<file path="src/rtl/segvect_pkg.sv">
// segvect_pkg: shared sizes, FSM states and helpers for the
// segmented rule-vector memory controller.
package segvect_pkg;

    localparam int KWID    = 104;
    localparam int DWID    = 8;
    localparam int SEGWID  = DWID + 2;
    localparam int NSEG    = KWID / DWID;
    localparam int VTWID   = SEGWID * NSEG;
    localparam int TWID    = 4;
    localparam int RDLAT   = 1;
    localparam int STARVE  = 4;
    localparam int DEP     = 1 << DWID;
    localparam int SEG_VLD = DWID;
    localparam int SCWID   = $clog2(STARVE + 1);

    localparam logic [0:0] ST_INIT = 1'b0;
    localparam logic [0:0] ST_RUN  = 1'b1;

    typedef struct packed {
        logic            vld;
        logic [TWID-1:0] tag;
    } tag_slot_t;

    function automatic logic vec_hit(input logic [VTWID-1:0] v);
        logic h;
        h = 1'b1;
        for (int i = 0; i < NSEG; i++) begin
            h = h & v[i*SEGWID+SEG_VLD];
        end
        return h;
    endfunction

endpackage

</file>
<file path="src/rtl/segvect_ctrl_if.sv">
// segvect_ctrl_if: search, update, result and memory-port bundle
// between the requesters/memory and the controller.
interface segvect_ctrl_if;
    import segvect_pkg::*;

    logic             srch_valid;
    logic             srch_ready;
    logic [KWID-1:0]  srch_key;
    logic [TWID-1:0]  srch_tag;
    logic             res_valid;
    logic [TWID-1:0]  res_tag;
    logic [VTWID-1:0] res_vec;
    logic             res_hit;
    logic             upd_valid;
    logic             upd_ready;
    logic [KWID-1:0]  upd_key;
    logic [VTWID-1:0] upd_vec;
    logic             init_done;
    logic [KWID-1:0]  mem_ra;
    logic [KWID-1:0]  mem_wa;
    logic [VTWID-1:0] mem_wdi;
    logic             mem_we;
    logic [VTWID-1:0] mem_rdo;

    modport slave (
        input  srch_valid, srch_key, srch_tag,
        input  upd_valid, upd_key, upd_vec, mem_rdo,
        output srch_ready, upd_ready, init_done,
        output res_valid, res_tag, res_vec, res_hit,
        output mem_ra, mem_wa, mem_wdi, mem_we
    );

    modport master (
        output srch_valid, srch_key, srch_tag,
        output upd_valid, upd_key, upd_vec, mem_rdo,
        input  srch_ready, upd_ready, init_done,
        input  res_valid, res_tag, res_vec, res_hit,
        input  mem_ra, mem_wa, mem_wdi, mem_we
    );

endinterface

</file>
<file path="src/rtl/segvect_arb.sv">
// segvect_arb: search-first arbiter that yields to a waiting update
// after STARVE consecutive search grants.
module segvect_arb
    import segvect_pkg::*;
(
    input  logic clk,
    input  logic rst,
    input  logic run_i,
    input  logic srch_valid_i,
    input  logic upd_valid_i,
    output logic srch_ready_o,
    output logic upd_ready_o,
    output logic srch_gnt_o,
    output logic upd_gnt_o
);

    logic [SCWID-1:0] starve_q, starve_d;
    logic             starved;

    always_comb begin
        starved      = (starve_q >= SCWID'(STARVE));
        srch_ready_o = run_i & (~upd_valid_i | ~starved);
        upd_ready_o  = run_i & (~srch_valid_i | starved);
        srch_gnt_o   = srch_valid_i & srch_ready_o;
        upd_gnt_o    = upd_valid_i & upd_ready_o;
        starve_d     = starve_q;
        if (upd_gnt_o || !upd_valid_i) begin
            starve_d = '0;
        end else if (srch_gnt_o && !starved) begin
            starve_d = starve_q + 1'b1;
        end
    end

    always_ff @(posedge clk) begin
        if (rst) begin
            starve_q <= '0;
        end else begin
            starve_q <= starve_d;
        end
    end

endmodule

</file>
<file path="src/rtl/segvect_ctrl.sv">
// segvect_ctrl: clears every memory entry after reset, then serves
// pipelined searches and single-cycle rule updates on one port.
module segvect_ctrl
    import segvect_pkg::*;
(
    input logic           clk,
    input logic           rst,
    segvect_ctrl_if.slave bus
);

    logic [0:0]          state_q, state_d;
    logic [DWID-1:0]     init_cnt_q, init_cnt_d;
    logic                init_done_q;
    logic                srch_rdy, upd_rdy;
    logic                srch_gnt, upd_gnt;
    logic                mem_we_q, mem_we_d;
    logic [KWID-1:0]     mem_ra_q, mem_ra_d;
    logic [KWID-1:0]     mem_wa_q, mem_wa_d;
    logic [VTWID-1:0]    mem_wdi_q, mem_wdi_d;
    tag_slot_t [RDLAT:0] pipe_q;
    tag_slot_t           res_q;
    logic [VTWID-1:0]    res_vec_q;
    logic                res_hit_q;

    segvect_arb u_arb (
        .clk          (clk),
        .rst          (rst),
        .run_i        (init_done_q),
        .srch_valid_i (bus.srch_valid),
        .upd_valid_i  (bus.upd_valid),
        .srch_ready_o (srch_rdy),
        .upd_ready_o  (upd_rdy),
        .srch_gnt_o   (srch_gnt),
        .upd_gnt_o    (upd_gnt)
    );

    always_comb begin
        state_d    = state_q;
        init_cnt_d = init_cnt_q;
        mem_we_d   = 1'b0;
        mem_ra_d   = mem_ra_q;
        mem_wa_d   = mem_wa_q;
        mem_wdi_d  = mem_wdi_q;
        unique case (state_q)
            ST_INIT: begin
                // same index in every segment clears one row per cycle
                mem_we_d   = 1'b1;
                mem_wa_d   = {NSEG{init_cnt_q}};
                mem_wdi_d  = '0;
                init_cnt_d = init_cnt_q + 1'b1;
                if (init_cnt_q == DWID'(DEP - 1)) begin
                    state_d = ST_RUN;
                end
            end
            ST_RUN: begin
                if (upd_gnt) begin
                    mem_we_d  = 1'b1;
                    mem_wa_d  = bus.upd_key;
                    mem_wdi_d = bus.upd_vec;
                end
                if (srch_gnt) begin
                    mem_ra_d = bus.srch_key;
                end
            end
        endcase
    end

    always_ff @(posedge clk) begin
        if (rst) begin
            state_q     <= ST_INIT;
            init_cnt_q  <= '0;
            init_done_q <= 1'b0;
            mem_we_q    <= 1'b0;
            mem_ra_q    <= '0;
            mem_wa_q    <= '0;
            mem_wdi_q   <= '0;
            pipe_q      <= '0;
            res_q       <= '0;
            res_vec_q   <= '0;
            res_hit_q   <= 1'b0;
        end else begin
            state_q     <= state_d;
            init_cnt_q  <= init_cnt_d;
            init_done_q <= (state_q == ST_RUN);
            mem_we_q    <= mem_we_d;
            mem_ra_q    <= mem_ra_d;
            mem_wa_q    <= mem_wa_d;
            mem_wdi_q   <= mem_wdi_d;
            pipe_q      <= {pipe_q[RDLAT-1:0],
                            tag_slot_t'{vld: srch_gnt,
                                        tag: bus.srch_tag}};
            res_q       <= pipe_q[RDLAT].vld ? pipe_q[RDLAT] : '0;
            res_vec_q   <= pipe_q[RDLAT].vld ? bus.mem_rdo : '0;
            res_hit_q   <= pipe_q[RDLAT].vld & vec_hit(bus.mem_rdo);
        end
    end

    assign bus.srch_ready = srch_rdy;
    assign bus.upd_ready  = upd_rdy;
    assign bus.init_done  = init_done_q;
    assign bus.mem_we     = mem_we_q;
    assign bus.mem_ra     = mem_ra_q;
    assign bus.mem_wa     = mem_wa_q;
    assign bus.mem_wdi    = mem_wdi_q;
    assign bus.res_valid  = res_q.vld;
    assign bus.res_tag    = res_q.tag;
    assign bus.res_vec    = res_vec_q;
    assign bus.res_hit    = res_hit_q;

endmodule

</file>
<file path="src/flat_wrapper.sv">
// flat-port wrapper written by rule: the top's interface ports become plain ports
module segvect_ctrl_flat import segvect_pkg::*;
  (clk, rst, bus_srch_valid, bus_srch_key, bus_srch_tag, bus_upd_valid, bus_upd_key, bus_upd_vec, bus_mem_rdo, bus_srch_ready, bus_upd_ready, bus_init_done, bus_res_valid, bus_res_tag, bus_res_vec, bus_res_hit, bus_mem_ra, bus_mem_wa, bus_mem_wdi, bus_mem_we);
  segvect_ctrl_if bus_i ();
  input logic clk;
  input logic rst;
  input wire logic [$bits(bus_i.srch_valid)-1:0] bus_srch_valid;
  input wire logic [$bits(bus_i.srch_key)-1:0] bus_srch_key;
  input wire logic [$bits(bus_i.srch_tag)-1:0] bus_srch_tag;
  input wire logic [$bits(bus_i.upd_valid)-1:0] bus_upd_valid;
  input wire logic [$bits(bus_i.upd_key)-1:0] bus_upd_key;
  input wire logic [$bits(bus_i.upd_vec)-1:0] bus_upd_vec;
  input wire logic [$bits(bus_i.mem_rdo)-1:0] bus_mem_rdo;
  output wire logic [$bits(bus_i.srch_ready)-1:0] bus_srch_ready;
  output wire logic [$bits(bus_i.upd_ready)-1:0] bus_upd_ready;
  output wire logic [$bits(bus_i.init_done)-1:0] bus_init_done;
  output wire logic [$bits(bus_i.res_valid)-1:0] bus_res_valid;
  output wire logic [$bits(bus_i.res_tag)-1:0] bus_res_tag;
  output wire logic [$bits(bus_i.res_vec)-1:0] bus_res_vec;
  output wire logic [$bits(bus_i.res_hit)-1:0] bus_res_hit;
  output wire logic [$bits(bus_i.mem_ra)-1:0] bus_mem_ra;
  output wire logic [$bits(bus_i.mem_wa)-1:0] bus_mem_wa;
  output wire logic [$bits(bus_i.mem_wdi)-1:0] bus_mem_wdi;
  output wire logic [$bits(bus_i.mem_we)-1:0] bus_mem_we;
  assign bus_i.srch_valid = bus_srch_valid;
  assign bus_i.srch_key = bus_srch_key;
  assign bus_i.srch_tag = bus_srch_tag;
  assign bus_i.upd_valid = bus_upd_valid;
  assign bus_i.upd_key = bus_upd_key;
  assign bus_i.upd_vec = bus_upd_vec;
  assign bus_i.mem_rdo = bus_mem_rdo;
  assign bus_srch_ready = bus_i.srch_ready;
  assign bus_upd_ready = bus_i.upd_ready;
  assign bus_init_done = bus_i.init_done;
  assign bus_res_valid = bus_i.res_valid;
  assign bus_res_tag = bus_i.res_tag;
  assign bus_res_vec = bus_i.res_vec;
  assign bus_res_hit = bus_i.res_hit;
  assign bus_mem_ra = bus_i.mem_ra;
  assign bus_mem_wa = bus_i.mem_wa;
  assign bus_mem_wdi = bus_i.mem_wdi;
  assign bus_mem_we = bus_i.mem_we;
  segvect_ctrl u_core (.clk(clk), .rst(rst), .bus(bus_i));
endmodule
</file>
<file path="config.mk">
export PLATFORM = sky130hd
export DESIGN_NAME = segvect_ctrl_flat
export DESIGN_NICKNAME = d
export VERILOG_FILES = /design/src/rtl/segvect_pkg.sv /design/src/rtl/segvect_ctrl_if.sv /design/src/rtl/segvect_arb.sv /design/src/rtl/segvect_ctrl.sv /design/src/flat_wrapper.sv
export SDC_FILE = /design/constraint.sdc
export NUM_CORES = 1
export LEC_CHECK = 0
export CAP_MARGIN = 15
export CORE_AREA = 2 2 375 377
export DETAILED_ROUTE_END_ITERATION = 6
export DIE_AREA = 0 0 377 379
export PLACE_DENSITY_LB_ADDON = 0.2
export SETUP_SLACK_MARGIN = 0.15
export SKIP_LAST_GASP = 1
export SLEW_MARGIN = 40
export SYNTH_ARGS = -nofsm -noshare
export SYNTH_HDL_FRONTEND = slang
export SYNTH_SLANG_ARGS = --single-unit
</file>
<file path="constraint.sdc">
create_clock -name clk -period 2.15 [get_ports clk]
set_input_delay 0.215 -clock clk [delete_from_list [all_inputs] [get_ports clk]]
set_output_delay 0.215 -clock clk [all_outputs]
set_load 0.02 [all_outputs]
</file>
==> impl_metrics.py <==
metrics = {
    "sta": {
        "rsz0062_at_grt": "yes",
        "hold_ws_ps": 124,
        "hold_violations": 0,
        "fin_crit_ps": 1900,
        "fin_crit_sh_pct": 88.4,
        "setup_tns_ps": 0,
        "setup_violations": 0,
        "fmax_mhz": 526,
        "drv_slew": 0,
        "max_slew_margin_pct": 56.8,
        "skew_ps": 32.8,
        "worstMarginPinSlew_ps": 647,
    },
    "global_route": {
        "overflow": 0,
        "antenna_found_initial": 35,
        "grt_max_degree": 178,
        "track_usage_pct": 12.9,
        "grt_pass1_vias": 17900,
        "grt_pass1_wl_um": 134000,
    },
    "logic_synthesis": {
        "yosysTopAreaCell": "dfxtp_1",
        "netlist_area_mm2": 0.0182,
        "syn_avg_cell_area_um2": 9.45,
        "yosysTopAreaCellShare_pct": 54.9,
        "synth_area_leaders": "dfxtp_1, nand2b_1, nand3_1",
        "ys_ff_latch": 498,
        "syn_nets": 2399,
        "syn_inst": 1920,
        "synth-async-reset-ratio_pct": 0,
        "synth-seq-area-share_pct": 54.9,
        "ys_types": 32,
        "yosys_warnings": 0,
        "synth_edf_count": 0,
        "synth_ff_type": "dfxtp_1",
    },
    "setup_path": {
        "start_kind": "register",
        "r2r_start": "u_core.state_q",
        "r2r_end": "u_core.bus.mem_ra[27]",
        "slowest_delay_ps": 720,
        "critical_path_class": "register to primary output",
        "cp_cell_sequence": "clkdlybuf4s50_1",
        "cp-end-kind": "primary output",
        "critPathMaxFanout": 2,
        "worstPathRequired_ps": 1930,
        "path_buf_inv": 1,
        "cp_data_arrival_time_ps": 1690,
        "rr_worst_depth": 3,
        "crit_family": "buffers and inverters",
        "critPathSlowestCell": "clkdlybuf4s50_1",
        "r2r_slack_ps": 410,
    },
    "clock_network": {
        "clk_path_buf_depth": 3,
        "htree_levels": 3,
        "clk_latency_ps": 660,
        "clk_root_buffer_cell": "clkbuf_16",
        "cts_tree": "yes",
        "cts_post_setup_buffers_inserted": 0,
        "numCtsBuffers": 71,
        "clkTransAtPathRegs_ps": 60,
        "cts.sinks": 498,
    },
    "power_and_ir_drop": {
        "power_density_mw_per_mm2": 716,
        "p_leak_nw": 11.0,
        "power.total_mw": 23.3,
        "peakVddDrop_uv": 502,
    },
    "cells_and_area": {
        "layout.cells.most_common": "clkdlybuf4s50_1",
        "area_growth_pct": 79.0,
        "fin_nets": 3309,
        "mostFrequentLayoutCells": "clkdlybuf4s50_1, dfxtp_1, nand3_1, o21ai_0, nand2b_1",
        "post-route-cell-area_mm2": 0.0325,
        "drive_gt1_share_pct": 7.35,
    },
    "drt": {
        "route.detailed.drc": 0,
        "viasPerCell": 3.77,
        "drtAntennaViolNets": 0,
        "drt_iter0_markers": 1005,
        "num_vias": 17700,
        "routed_wl_um": 97200,
        "avgRoutedWirePerCell_um": 20.6,
        "dr.pass1.iters": 5,
    },
    "floorplanning": {
        "die-area_mm2": 0.143,
        "dieHeight_um": 379,
        "die_x_um": 377,
        "num_rows": 137,
        "start_util_pct": 13.1,
        "core_mm2": 0.139,
        "io_pins": 954,
    },
    "flow_run": {
        "maxCapViolations": 0,
    },
    "placement": {
        "portBuffers": 953,
        "dpl.hpwl_um": 73100,
        "placed_cell_area_mm2": 0.0301,
        "gp_congestion": 0.779,
    },
    "worst_hold_path": {
        "hold_path_depth": 2,
        "hold_end": "u_core.bus.res_vec[22]",
        "holdCritStartpoint": "bus_mem_rdo[22]",
        "hp-class": "primary input to register",
    },
    "status": {
        "status": "complete, no violations",
    },
}
through the flow:
step	util, %	cells	setup slack, ps
floorplan	-	1920	704
global placement	21.6	4563	84.4
detailed placement	21.6	4563	57.5
CTS	23.4	4693	135
global route	23.4	4704	136
finish	23.4	4707	250
how the worst max path moves through the flow:
stage | start | end | slack (ps) | cells past startpoint
2_1_floorplan | u_core.bus.init_done | u_core.bus.mem_wa[84] | 700 | 6
3_3_place_gp | bus_upd_valid | u_core.bus.mem_wa[100] | 80 | 6
3_5_place_dp | bus_upd_valid | u_core.bus.mem_wa[100] | 60 | 6
4_1_cts | u_core.bus.init_done | bus_init_done | 140 | 2
6_report | u_core.bus.mem_wdi[39] | bus_mem_wdi[39] | 250 | 1
5_1_grt | u_core.bus.init_done | bus_init_done | 140 | 2
layer usage:
metal  global-route usage (%)  wire (µm)  vias to the layer above
li1                         -          -                     8475
met1                     14.0      36600                     8381
met2                     22.1      47900                      712
met3                     6.02       9850                      146
met4                     4.38       2650                       16
met5                    0.240        111                        -
final cells by class:
| class | instances | area, µm² |
|---|---|---|
| Clock buffer | 102 | 2030 |
| Clock inverter | 27 | 400 |
| Timing Repair Buffer | 1030 | 10300 |
| Tap cell | 1807 | 2260 |
| Multi-Input combinational cell | 1225 | 7420 |
| Sequential cell | 498 | 9980 |
| Fill cell | 15000 | 106000 |
| Antenna cell | 14 | 35.0 |
| Inverter | 4 | 15.0 |
kinds of logic after synthesis:
family	count (synthesis)	synth area share, %
compound gates	486	14.3
xor+xnor	4	0.193
fa+ha+maj	3	0.207
buf+inv	197	4.76
flops	498	54.9
mux	106	5.85
simple gates	626	19.8
Yosys cell counts, types with 4 or more instances:
| library cell | n |
|---|---|
| a21oi_1 | 136 |
| a31oi_1 | 104 |
| and2_1 | 136 |
| buf_1 | 5 |
| buf_2 | 34 |
| buf_4 | 5 |
| buf_6 | 8 |
| clkbuf_1 | 138 |
| dfxtp_1 | 498 |
| inv_1 | 4 |
| mux2i_1 | 105 |
| nand2_1 | 5 |
| nand2b_1 | 213 |
| nand3_1 | 240 |
| nand4_1 | 4 |
| nor2_1 | 8 |
| nor2b_1 | 12 |
| o21ai_0 | 236 |
| o21bai_1 | 8 |
where the power goes:
part	switching, mW	total [mW]	internal (mW)
logic	0.534	1.52	0.987
registers	0.0372	9.32	9.28
clock network	4.83	12.4	7.59
total	5.40	23.3	17.9
timing repair:
item | 4_1_cts | 5_1_grt
resized for setup | 57 | 6
setup endpoints to repair | 50 | 6
hold buffers | 1 | 0
hold endpoints to repair | 7 | 0
flip-flops by register name (all words and copies together) (netlist names):
signal                 count
u_core.bus.mem_wdi       130
u_core.bus.res_vec       130
u_core.bus.mem_ra        104
u_core.bus.mem_wa        104
u_core.pipe_q             10
u_core.init_cnt_q          8
u_core.bus.res_tag         4
u_core.u_arb.starve_q      3
u_core.bus.init_done       1
u_core.bus.mem_we          1
u_core.bus.res_hit         1
u_core.bus.res_valid       1
u_core.state_q             1
Note: power is estimated with default switching activity, not from simulation.
